File: src/rtl/seq_multiplier_pkg.sv
// Shared types and defaults for the sequential shift-and-add multiplier.
package mult_pkg;

  localparam int DEF_WIDTH = 32;

  typedef enum logic [1:0] {
    S_IDLE = 2'd0,
    S_BUSY = 2'd1,
    S_DONE = 2'd2
  } state_t;

endpackage

File: src/rtl/seq_multiplier_if.sv
// Operand/result handshake bundle for seq_multiplier.
interface mult_if #(
  parameter int WIDTH = mult_pkg::DEF_WIDTH
);
  logic               in_valid;
  logic               in_ready;
  logic [WIDTH-1:0]   a;
  logic [WIDTH-1:0]   b;
  logic               signed_mode;
  logic               out_valid;
  logic               out_ready;
  logic [2*WIDTH-1:0] product;
  logic               overflow;

  modport master (
    output in_valid, a, b, signed_mode, out_ready,
    input  in_ready, out_valid, product, overflow
  );

  modport slave (
    input  in_valid, a, b, signed_mode, out_ready,
    output in_ready, out_valid, product, overflow
  );
endinterface

File: src/rtl/seq_multiplier.sv
// Fixed-latency shift-and-add multiplier: one multiplier bit per BUSY cycle,
// signed operands handled as magnitudes with a final conditional negate.
module seq_multiplier
  import mult_pkg::*;
#(
  parameter int WIDTH     = DEF_WIDTH,
  parameter bit SIGNED_EN = 1'b1
) (
  input logic   clk,
  input logic   rst_n,
  mult_if.slave bus
);

  localparam int CW = $clog2(WIDTH + 1);
  localparam int PW = 2 * WIDTH;

  state_t          r_state, w_state_nxt;
  logic [CW-1:0]   r_cnt;
  logic [WIDTH-1:0] r_mplier;
  logic [PW-1:0]   r_mcand, r_acc, r_product;
  logic            r_neg, r_sgn, r_overflow;

  logic            w_accept, w_last, w_sgn, w_ovf;
  logic [WIDTH-1:0] w_mag_a, w_mag_b;
  logic [PW-1:0]   w_acc_nxt, w_res;

  assign w_sgn   = SIGNED_EN & bus.signed_mode;
  // Negating the most negative value wraps to itself, which read unsigned is
  // exactly its magnitude.
  assign w_mag_a = (w_sgn && bus.a[WIDTH-1]) ? -bus.a : bus.a;
  assign w_mag_b = (w_sgn && bus.b[WIDTH-1]) ? -bus.b : bus.b;

  assign w_acc_nxt = r_acc + (r_mplier[0] ? r_mcand : '0);
  assign w_res     = r_neg ? -w_acc_nxt : w_acc_nxt;
  assign w_ovf     = r_sgn ? !((&w_res[PW-1:WIDTH-1]) || !(|w_res[PW-1:WIDTH-1]))
                           : (|w_res[PW-1:WIDTH]);
  assign w_last    = (r_cnt == CW'(WIDTH - 1));

  always_comb begin
    w_state_nxt = r_state;
    w_accept    = 1'b0;
    case (r_state)
      S_IDLE: if (bus.in_valid) begin
        w_accept    = 1'b1;
        w_state_nxt = S_BUSY;
      end
      S_BUSY: if (w_last) w_state_nxt = S_DONE;
      S_DONE: if (bus.out_ready) w_state_nxt = S_IDLE;
      default: w_state_nxt = S_IDLE;
    endcase
  end

  always_ff @(posedge clk or negedge rst_n) begin
    if (!rst_n) r_state <= S_IDLE;
    else        r_state <= w_state_nxt;
  end

  always_ff @(posedge clk or negedge rst_n) begin
    if (!rst_n) begin
      r_cnt      <= '0;
      r_mplier   <= '0;
      r_mcand    <= '0;
      r_acc      <= '0;
      r_neg      <= 1'b0;
      r_sgn      <= 1'b0;
      r_product  <= '0;
      r_overflow <= 1'b0;
    end else if (w_accept) begin
      r_cnt    <= '0;
      r_mcand  <= {{WIDTH{1'b0}}, w_mag_a};
      r_mplier <= w_mag_b;
      r_acc    <= '0;
      r_neg    <= w_sgn & (bus.a[WIDTH-1] ^ bus.b[WIDTH-1]);
      r_sgn    <= w_sgn;
    end else if (r_state == S_BUSY) begin
      r_acc    <= w_acc_nxt;
      r_mcand  <= r_mcand << 1;
      r_mplier <= r_mplier >> 1;
      r_cnt    <= r_cnt + CW'(1);
      if (w_last) begin
        r_product  <= w_res;
        r_overflow <= w_ovf;
      end
    end
  end

  assign bus.in_ready  = (r_state == S_IDLE);
  assign bus.out_valid = (r_state == S_DONE);
  assign bus.product   = r_product;
  assign bus.overflow  = r_overflow;

endmodule

File: src/flat_wrapper.sv
// flat-port wrapper written by rule: the top's interface ports become plain ports
module seq_multiplier_flat import mult_pkg::*;
#(
  parameter int WIDTH     = DEF_WIDTH,
  parameter bit SIGNED_EN = 1'b1
)
  (clk, rst_n, bus_in_valid, bus_a, bus_b, bus_signed_mode, bus_out_ready, bus_in_ready, bus_out_valid, bus_product, bus_overflow);
  mult_if #(.WIDTH(WIDTH)) bus_i ();
  input logic clk;
  input logic rst_n;
  input wire logic [$bits(bus_i.in_valid)-1:0] bus_in_valid;
  input wire logic [$bits(bus_i.a)-1:0] bus_a;
  input wire logic [$bits(bus_i.b)-1:0] bus_b;
  input wire logic [$bits(bus_i.signed_mode)-1:0] bus_signed_mode;
  input wire logic [$bits(bus_i.out_ready)-1:0] bus_out_ready;
  output wire logic [$bits(bus_i.in_ready)-1:0] bus_in_ready;
  output wire logic [$bits(bus_i.out_valid)-1:0] bus_out_valid;
  output wire logic [$bits(bus_i.product)-1:0] bus_product;
  output wire logic [$bits(bus_i.overflow)-1:0] bus_overflow;
  assign bus_i.in_valid = bus_in_valid;
  assign bus_i.a = bus_a;
  assign bus_i.b = bus_b;
  assign bus_i.signed_mode = bus_signed_mode;
  assign bus_i.out_ready = bus_out_ready;
  assign bus_in_ready = bus_i.in_ready;
  assign bus_out_valid = bus_i.out_valid;
  assign bus_product = bus_i.product;
  assign bus_overflow = bus_i.overflow;
  seq_multiplier #(.WIDTH(WIDTH), .SIGNED_EN(SIGNED_EN)) u_core (.clk(clk), .rst_n(rst_n), .bus(bus_i));
endmodule
File: config.mk
export PLATFORM = sky130hd
export DESIGN_NAME = seq_multiplier_flat
export DESIGN_NICKNAME = d
export VERILOG_FILES = /design/src/rtl/seq_multiplier_pkg.sv /design/src/rtl/seq_multiplier_if.sv /design/src/rtl/seq_multiplier.sv /design/src/flat_wrapper.sv
export SDC_FILE = /design/constraint.sdc
export NUM_CORES = 1
export LEC_CHECK = 0
export BUFFER_PORTS_ARGS = -buffer_cell sky130_fd_sc_hd__buf_4
export CAP_MARGIN = 20
export CORE_MARGIN = 2
export CORE_UTILIZATION = 40
export CTS_BUF_LIST = sky130_fd_sc_hd__clkbuf_4
export DETAILED_ROUTE_END_ITERATION = 10
export GPL_TIMING_DRIVEN = 1
export SLEW_MARGIN = 20
export SYNTH_ARGS = -nofsm -noshare
export SYNTH_HDL_FRONTEND = slang
export SYNTH_SLANG_ARGS = --single-unit
File: constraint.sdc
create_clock -name clk -period 9.4 [get_ports clk]
set_input_delay 1.41 -clock clk [delete_from_list [all_inputs] [get_ports clk]]
set_output_delay 1.41 -clock clk [all_outputs]
set_load 0.02 [all_outputs]
==> qor.yml, run 1 <==
cts_setup_buffers: 0
grt_setup_unrepaired: "false"
place_congestion: 0.9509
synth.distinct_cells: 84
tritoncts: "done"
cts.hold.buffers_added: 0
io_buffers: 135
synth_nets: 2371
critPathMaxFanout: 41
cap_violations: 0
area_delta_synth_final_pct: 12.73
hold_viol: 0
synthCells: 2234
grt_pass1_wl_mm: 85.03
p_leak_uw: 0.008600
ant_nets: 0
async_reset_ff_share_pct: 100.0
final_common_cell: "nand2_1"
p_per_area_mw_per_mm2: 379.9
root_buffer: "clkbuf_4"
cp-start-kind: "register"
grt_start_max_net_pins: 109
hold_class: "reg2reg"
final_core_util_pct: 45.35
clkSinkCount: 235
drive_gt1_share_pct: 11.98
tightest_slew_ps: 1064
cts_buffers: 69
clkTransAtPathRegs_ps: 60
insertion_delay_ps: 800
max_freq_mhz: 148.7
setup.worst_path.end_class: "register"
drt_iter0_markers: 1329
avgViaCountPerCell: 5.768
clock_path_buffers: 3
holdWs_ps: 471.6
grt.total_usage_pct: 24.00
vdd.ir_drop.worst_uv: 133.2
ios: 136
fin_crit_sh_pct: 71.55
h-tree-depth: 3
die_area_mm2: 0.04471
final.setup.worst_slack_ps: 2674
final_nets: 2458
start_util_pct: 40.23
die_h_um: 211.5
grt_remaining_overflow: 0
setup-tns-final_ps: 0
routed_wl_mm: 53.06
wire_per_inst_um: 18.19
yosysSeqAreaShare_pct: 34.16
dr.pass1.iters: 5
core_mm2: 0.04279
netlist.area_leader.share_pct: 34.16
ys_top_cells_by_area: "dfrtp_1 34%, nand2_1 10%, o21ai_0 6.1%"
ctsResizeCount: 0
post-dp-hpwl_mm: 39.99
worstSetupPathType: "reg2reg"
final_cell_mix: "466 x nand2_1, 235 x dfrtp_1, 210 x o21ai_0, 169 x nor2_1, 146 x buf_4"
outcome: "complete, no violations"
ys_warn_count: 0
period_minus_slack_ps: 6726
ys_ff_latch: 235
worstPathArrival_ps: 7340
slew_violations: 0
rows: 76
die_w_um: 211.5
netlist_area_mm2: 0.01721
drc: 0
post_synth.cell_area_avg_um2: 7.705
max_slew_margin_pct: 29.04
finalPower_uw: 7373
worstPathRequired_ps: 10010
antenna_found_initial: 2
place_ws_ps: 2747
setup_violations: 0
synth-edff-count: 0
synth.largest_area_cell: "dfrtp_1"
fin_skew_ps: 81.40
grt_pass1_vias: 15750
synth_ff_type: "dfrtp_1"
vias: 16820
## path summary, 6_finish.rpt
kind	from	end	slack [ps]	cells after the start
worst max-delay path	u_core.r_mplier[0]	u_core.bus.overflow	2670	18
worst min-delay path	u_core.bus.product[27]	u_core.bus.product[27]	470	2
worst max register to register	u_core.r_mplier[0]	u_core.bus.overflow	2670	18
worst min register to register	u_core.bus.product[27]	u_core.bus.product[27]	470	2
max in group asynchronous	rst_n	u_core.bus.product[53]	7170	2
min in group asynchronous	rst_n	u_core.r_mplier[25]	670	1
## cell families after synthesis
logic type / Yosys count / synth area share (%)
and+or+nand+nor: 991 / 26.76
AOI/OAI and AO/OA: 601 / 21.54
DFF: 235 / 34.16
xor gates and xnor gates: 173 / 8.802
buffers and inverters: 163 / 3.576
adders and majority gates: 68 / 4.986
muxes: 3 / 0.1817
## power breakdown
group	total [uW]	switching (uW)	internal, uW
registers	1750	308	1450
clock network	974	459	515
logic	4650	3060	1590
total	7370	3830	3550
## layout make-up
cell class | count | area, um^2
fill | 4371 | 23390
multi-input combinational | 1836 | 10750
sequential | 235 | 5881
timing repair buffer | 147 | 1111
clock buffer | 100 | 750.7
tap | 546 | 683.2
inverter | 32 | 120.1
clock inverter | 20 | 108.9
antenna | 1 | 2.502
## layer usage
layer / vias up / GRT usage (%) / part of all wire [%]
li1: 8172 / - / -
met1: 7983 / 35.83 / 48
met2: 590 / 34.11 / 41
met3: 79 / 5.044 / 8.4
met4: 0 / 8.038 / 2.2
met5: - / 0 / 0
## state kept, by name (all words and copies together), names as in the netlist
register             count
u_core.r_state           2
u_core.r_sgn             1
u_core.r_neg             1
u_core.bus.overflow      1
u_core.r_cnt             6
u_core.bus.product      64
u_core.r_mcand          64
u_core.r_mplier         32
u_core.r_acc            64
## cell usage after synthesis (4+ instances only)
| master | number |
|---|---|
| nand2_1 | 468 |
| o21bai_1 | 7 |
| a22oi_1 | 6 |
| a31oi_1 | 77 |
| ha_1 | 67 |
| nor4_1 | 18 |
| and4_1 | 7 |
| a22o_1 | 13 |
| and3_1 | 14 |
| a21oi_1 | 124 |
| nor3b_1 | 8 |
| a21o_1 | 27 |
| or3_1 | 11 |
| a211oi_1 | 10 |
| nor2b_1 | 6 |
| and2_1 | 79 |
| or4_1 | 12 |
| o211ai_1 | 9 |
| nand2b_1 | 9 |
| clkbuf_1 | 118 |
| inv_1 | 32 |
| o21a_1 | 9 |
| or2_2 | 5 |
| o21ai_0 | 210 |
| dfrtp_1 | 235 |
| o2111ai_1 | 4 |
| a221oi_1 | 4 |
| nand4_1 | 42 |
| xnor2_1 | 79 |
| buf_1 | 10 |
| o41ai_1 | 15 |
| xor2_1 | 94 |
| nor3_1 | 40 |
| o21ai_1 | 4 |
| a211o_1 | 4 |
| o31ai_1 | 30 |
| nand3_1 | 82 |
| nor2_1 | 169 |
## critical path: stages (launching register included)
cell and delay, ps:
dfrtp_1 930, and2_1 230, ha_1 180, inv_1 60
fa_1 400, nand2b_1 240, a21oi_1 430, o21ai_1 320
o211ai_1 250, a211oi_1 110, nor4_1 750, nand4_2 390
nor4_2 580, a31oi_1 190, xor2_1 190, or4_1 560
or4_1 420, nor4_1 200, a221oi_1 130
## per-stage QoR
| stage | std cells | instance area [um^2] |
|---|---|---|
| final | 2917 | 19400 |
| after global routing | 2917 | 19400 |
| after CTS | 2916 | 19400 |
| after detailed placement | 2796 | 18540 |
| after global placement | 2796 | 18540 |
| after floorplan | 2234 | 17210 |
No activity file was read; power rests on OpenSTA's default activity.
==> inputs of run 2 (changes only) <==
ABC_AREA = 1   (was unset)
clock period = 5.96 ns   (was 9.4 ns; I/O delays follow)
==> run 2 against run 1 <==
First-iteration DRC count grew 37%. Critical path depth grew 13. Clock skew shrank 16 ps. Total power grew 100%. Register-to-register slack lost 1800 ps. Global-route usage grew 3.6 points. Routed wire length grew 37%. Synthesized cell count grew 54%. Clock power grew 81%. Count of clock-buffer cells in the layout grew 9. Synthesized area grew 19%. Combinational power grew 120%.
==> qor.yml, run 2 <==
max_freq_mhz: 195.6  # +32%
io_buffers: 135  # unchanged
grt_start_max_net_pins: 122  # +12%
path_buf_inv: 3  # +2
drc: 0  # unchanged
root_buffer: "clkbuf_4"
critPathMaxFanout: 49  # +20%
synth-edff-count: 0  # unchanged
tritoncts: "done"
async_reset_ff_share_pct: 100.0  # unchanged
final_nets: 3724  # +52%
ys_top_cells_by_area: "dfrtp_1 29%, nand2_1 23%, inv_1 11%"
place_congestion: 0.9951  # +4.6%
cts.hold.buffers_added: 0  # unchanged
ys_warn_count: 0  # unchanged
ctsResizeCount: 0  # unchanged
vias: 21570  # +28%
synth_ff_type: "dfrtp_1"
setup_violations: 0  # unchanged
routed_wl_mm: 72.61  # +37%
place_ws_ps: 941.9  # -1805 ps
netlist_area_mm2: 0.02052  # +19%
worstPathArrival_ps: 5820  # -1520 ps
ant_nets: 0  # unchanged
hold_class: "in2async"
synth_nets: 3584  # +51%
cts_buffers: 74  # +7.2%
critical_path.max_stage_delay_ps: 980  # +50 ps
holdWs_ps: 113.2  # -358.3 ps
die_w_um: 230.5  # +9.0%
start_util_pct: 40.73  # +0.50 points
period_minus_slack_ps: 5114  # -1612 ps
final.setup.worst_slack_ps: 846.3  # -1828 ps
dr.pass1.iters: 7  # +2
slowest_stage: "dfrtp_2"
synth.largest_area_cell: "dfrtp_1"
yosysSeqAreaShare_pct: 28.66  # -5.5 points
area_delta_synth_final_pct: 13.00
grt_remaining_overflow: 0  # unchanged
yosysMostFrequentCell: "nand2_1"
synth.distinct_cells: 50  # -40%
cp-start-kind: "register"
ios: 136  # unchanged
cap_violations: 0  # unchanged
setup.worst_path.end_class: "register"
avgViaCountPerCell: 4.989  # -13%
vdd.ir_drop.worst_uv: 423.1  # +220%
p_leak_uw: 0.01291  # +50%
path_delay_family: "simple AND/OR/NAND/NOR gates"
ys_ff_latch: 235  # unchanged
h-tree-depth: 3  # unchanged
netlist.area_leader.share_pct: 28.66  # -5.5 points
rows: 82  # +7.9%
crit_top_cell: "nand2_1"
fin_area_mm2: 0.02318  # +19%
max_slew_margin_pct: 25.13  # -3.9 points
clock_path_buffers: 3  # unchanged
synthCells: 3447  # +54%
final_cell_mix: "1263 x nand2_1, 610 x inv_1, 297 x o21ai_0, 265 x nor2_1, 233 x dfrtp_1"
clkSinkCount: 235  # unchanged
cts_setup_buffers: 0  # unchanged
insertion_delay_ps: 850  # +50 ps
tightest_slew_ps: 1123  # +58.53 ps
clkTransAtPathRegs_ps: 60  # about the same
worstPathRequired_ps: 6670  # -3340 ps
grt.total_usage_pct: 27.62  # +3.6 points
post_synth.cell_area_avg_um2: 5.952  # -23%
post-dp-hpwl_mm: 57.02  # +43%
grt_pass1_wl_mm: 114.2  # +34%
slew_violations: 0  # unchanged
worstSetupPathType: "reg2reg"
fin_crit_sh_pct: 85.80  # +14 points
p_per_area_mw_per_mm2: 640.5  # +69%
die_h_um: 230.5  # +9.0%
antenna_found_initial: 3  # +1
fin_skew_ps: 65.52  # -15.88 ps
outcome: "complete, no violations"
placed_area_mm2: 0.02218  # +20%
grt_pass1_vias: 20480  # +30%
final_common_cell: "nand2_1"
wire_per_inst_um: 16.80  # -7.7%
die_area_mm2: 0.05312  # +19%
hold_viol: 0  # unchanged
finalPower_uw: 14850  # +100%
grt_setup_unrepaired: "false"
setup-tns-final_ps: 0  # unchanged
drive_gt1_share_pct: 12.15  # +0.16 points
ys_top_cells_by_count: "1265 x nand2_1, 612 x inv_1, 297 x o21ai_0"
drt_iter0_markers: 1815  # +37%
core_mm2: 0.05038  # +18%
==> run 2: cell count changes in the layout (fill, tap and decap cells not counted), sizes merged, moves of 48 or more <==
cell / before / now
inv: 33 / 635
xnor2: 79 / 24
nand2: 468 / 1340
o21ai: 215 / 300
nor2: 169 / 312
a31oi: 77 / 3
and2: 79 / 1
nand3: 82 / 185
xor2: 94 / 46
==> run 2: path summary, 6_finish.rpt <==
path | start | to | slack (ps) | cells past startpoint
worst max-delay path | u_core.r_mplier[0] | u_core.bus.overflow | 850 | 31
worst min-delay path | rst_n | u_core.r_mcand[3] | 110 | 1
worst max register to register | u_core.r_mplier[0] | u_core.bus.overflow | 850 | 31
worst min register to register | u_core.r_mplier[14] | u_core.r_mplier[14] | 480 | 2
max in group asynchronous | rst_n | u_core.bus.product[41] | 4540 | 2
min in group clk | bus_out_ready | u_core.r_state[1] | 220 | 2
==> run 2: cell families (layout without fill, tap and decap cells) <==
kind of cell / after synthesis / after routing / synth area share, %
and+or+nand+nor: 1920 / 1920 / 39.45
buffers and inverters: 716 / 916 / 13.13
AOI/OAI and AO/OA: 437 / 437 / 11.53
DFF: 235 / 235 / 28.66
xor gates and xnor gates: 70 / 70 / 2.988
adders and majority gates: 68 / 68 / 4.184
muxes: 1 / 1 / 0.05488
other: 0 / 4 / 0
==> run 2: power by group <==
part	switching [uW]	internal [uW]	leakage (uW)
sequential	494	2330	0.00296
clock	824	933	0.000586
combinational	7350	2920	0.00937
==> run 2: cell type report <==
class                      count  area, um^2
fill                        5555       27190
multi-input combinational   2496       11960
sequential                   235        5883
inverter                     635        2386
timing repair buffer         145        1109
tap                          672       840.8
clock buffer                 109       818.3
clock inverter                27       177.7
antenna                        4       10.01
==> run 2: per-stage QoR <==
step | cells | util [%]
finish | 4323 | 46.02
global route | 4323 | 46.02
CTS | 4319 | 46.00
detailed placement | 4183 | 44.02
global placement | 4183 | 44.02
floorplan | 3447 | -
==> run 2: per-layer routing <==
metal,routed length [um],GRT usage (%),vias to the layer above
met5,13,0,-
li1,-,-,10930
met2,30240,41.11,672
met3,5518,5.620,121
met4,2132,9.012,2
met1,34710,39.82,9844
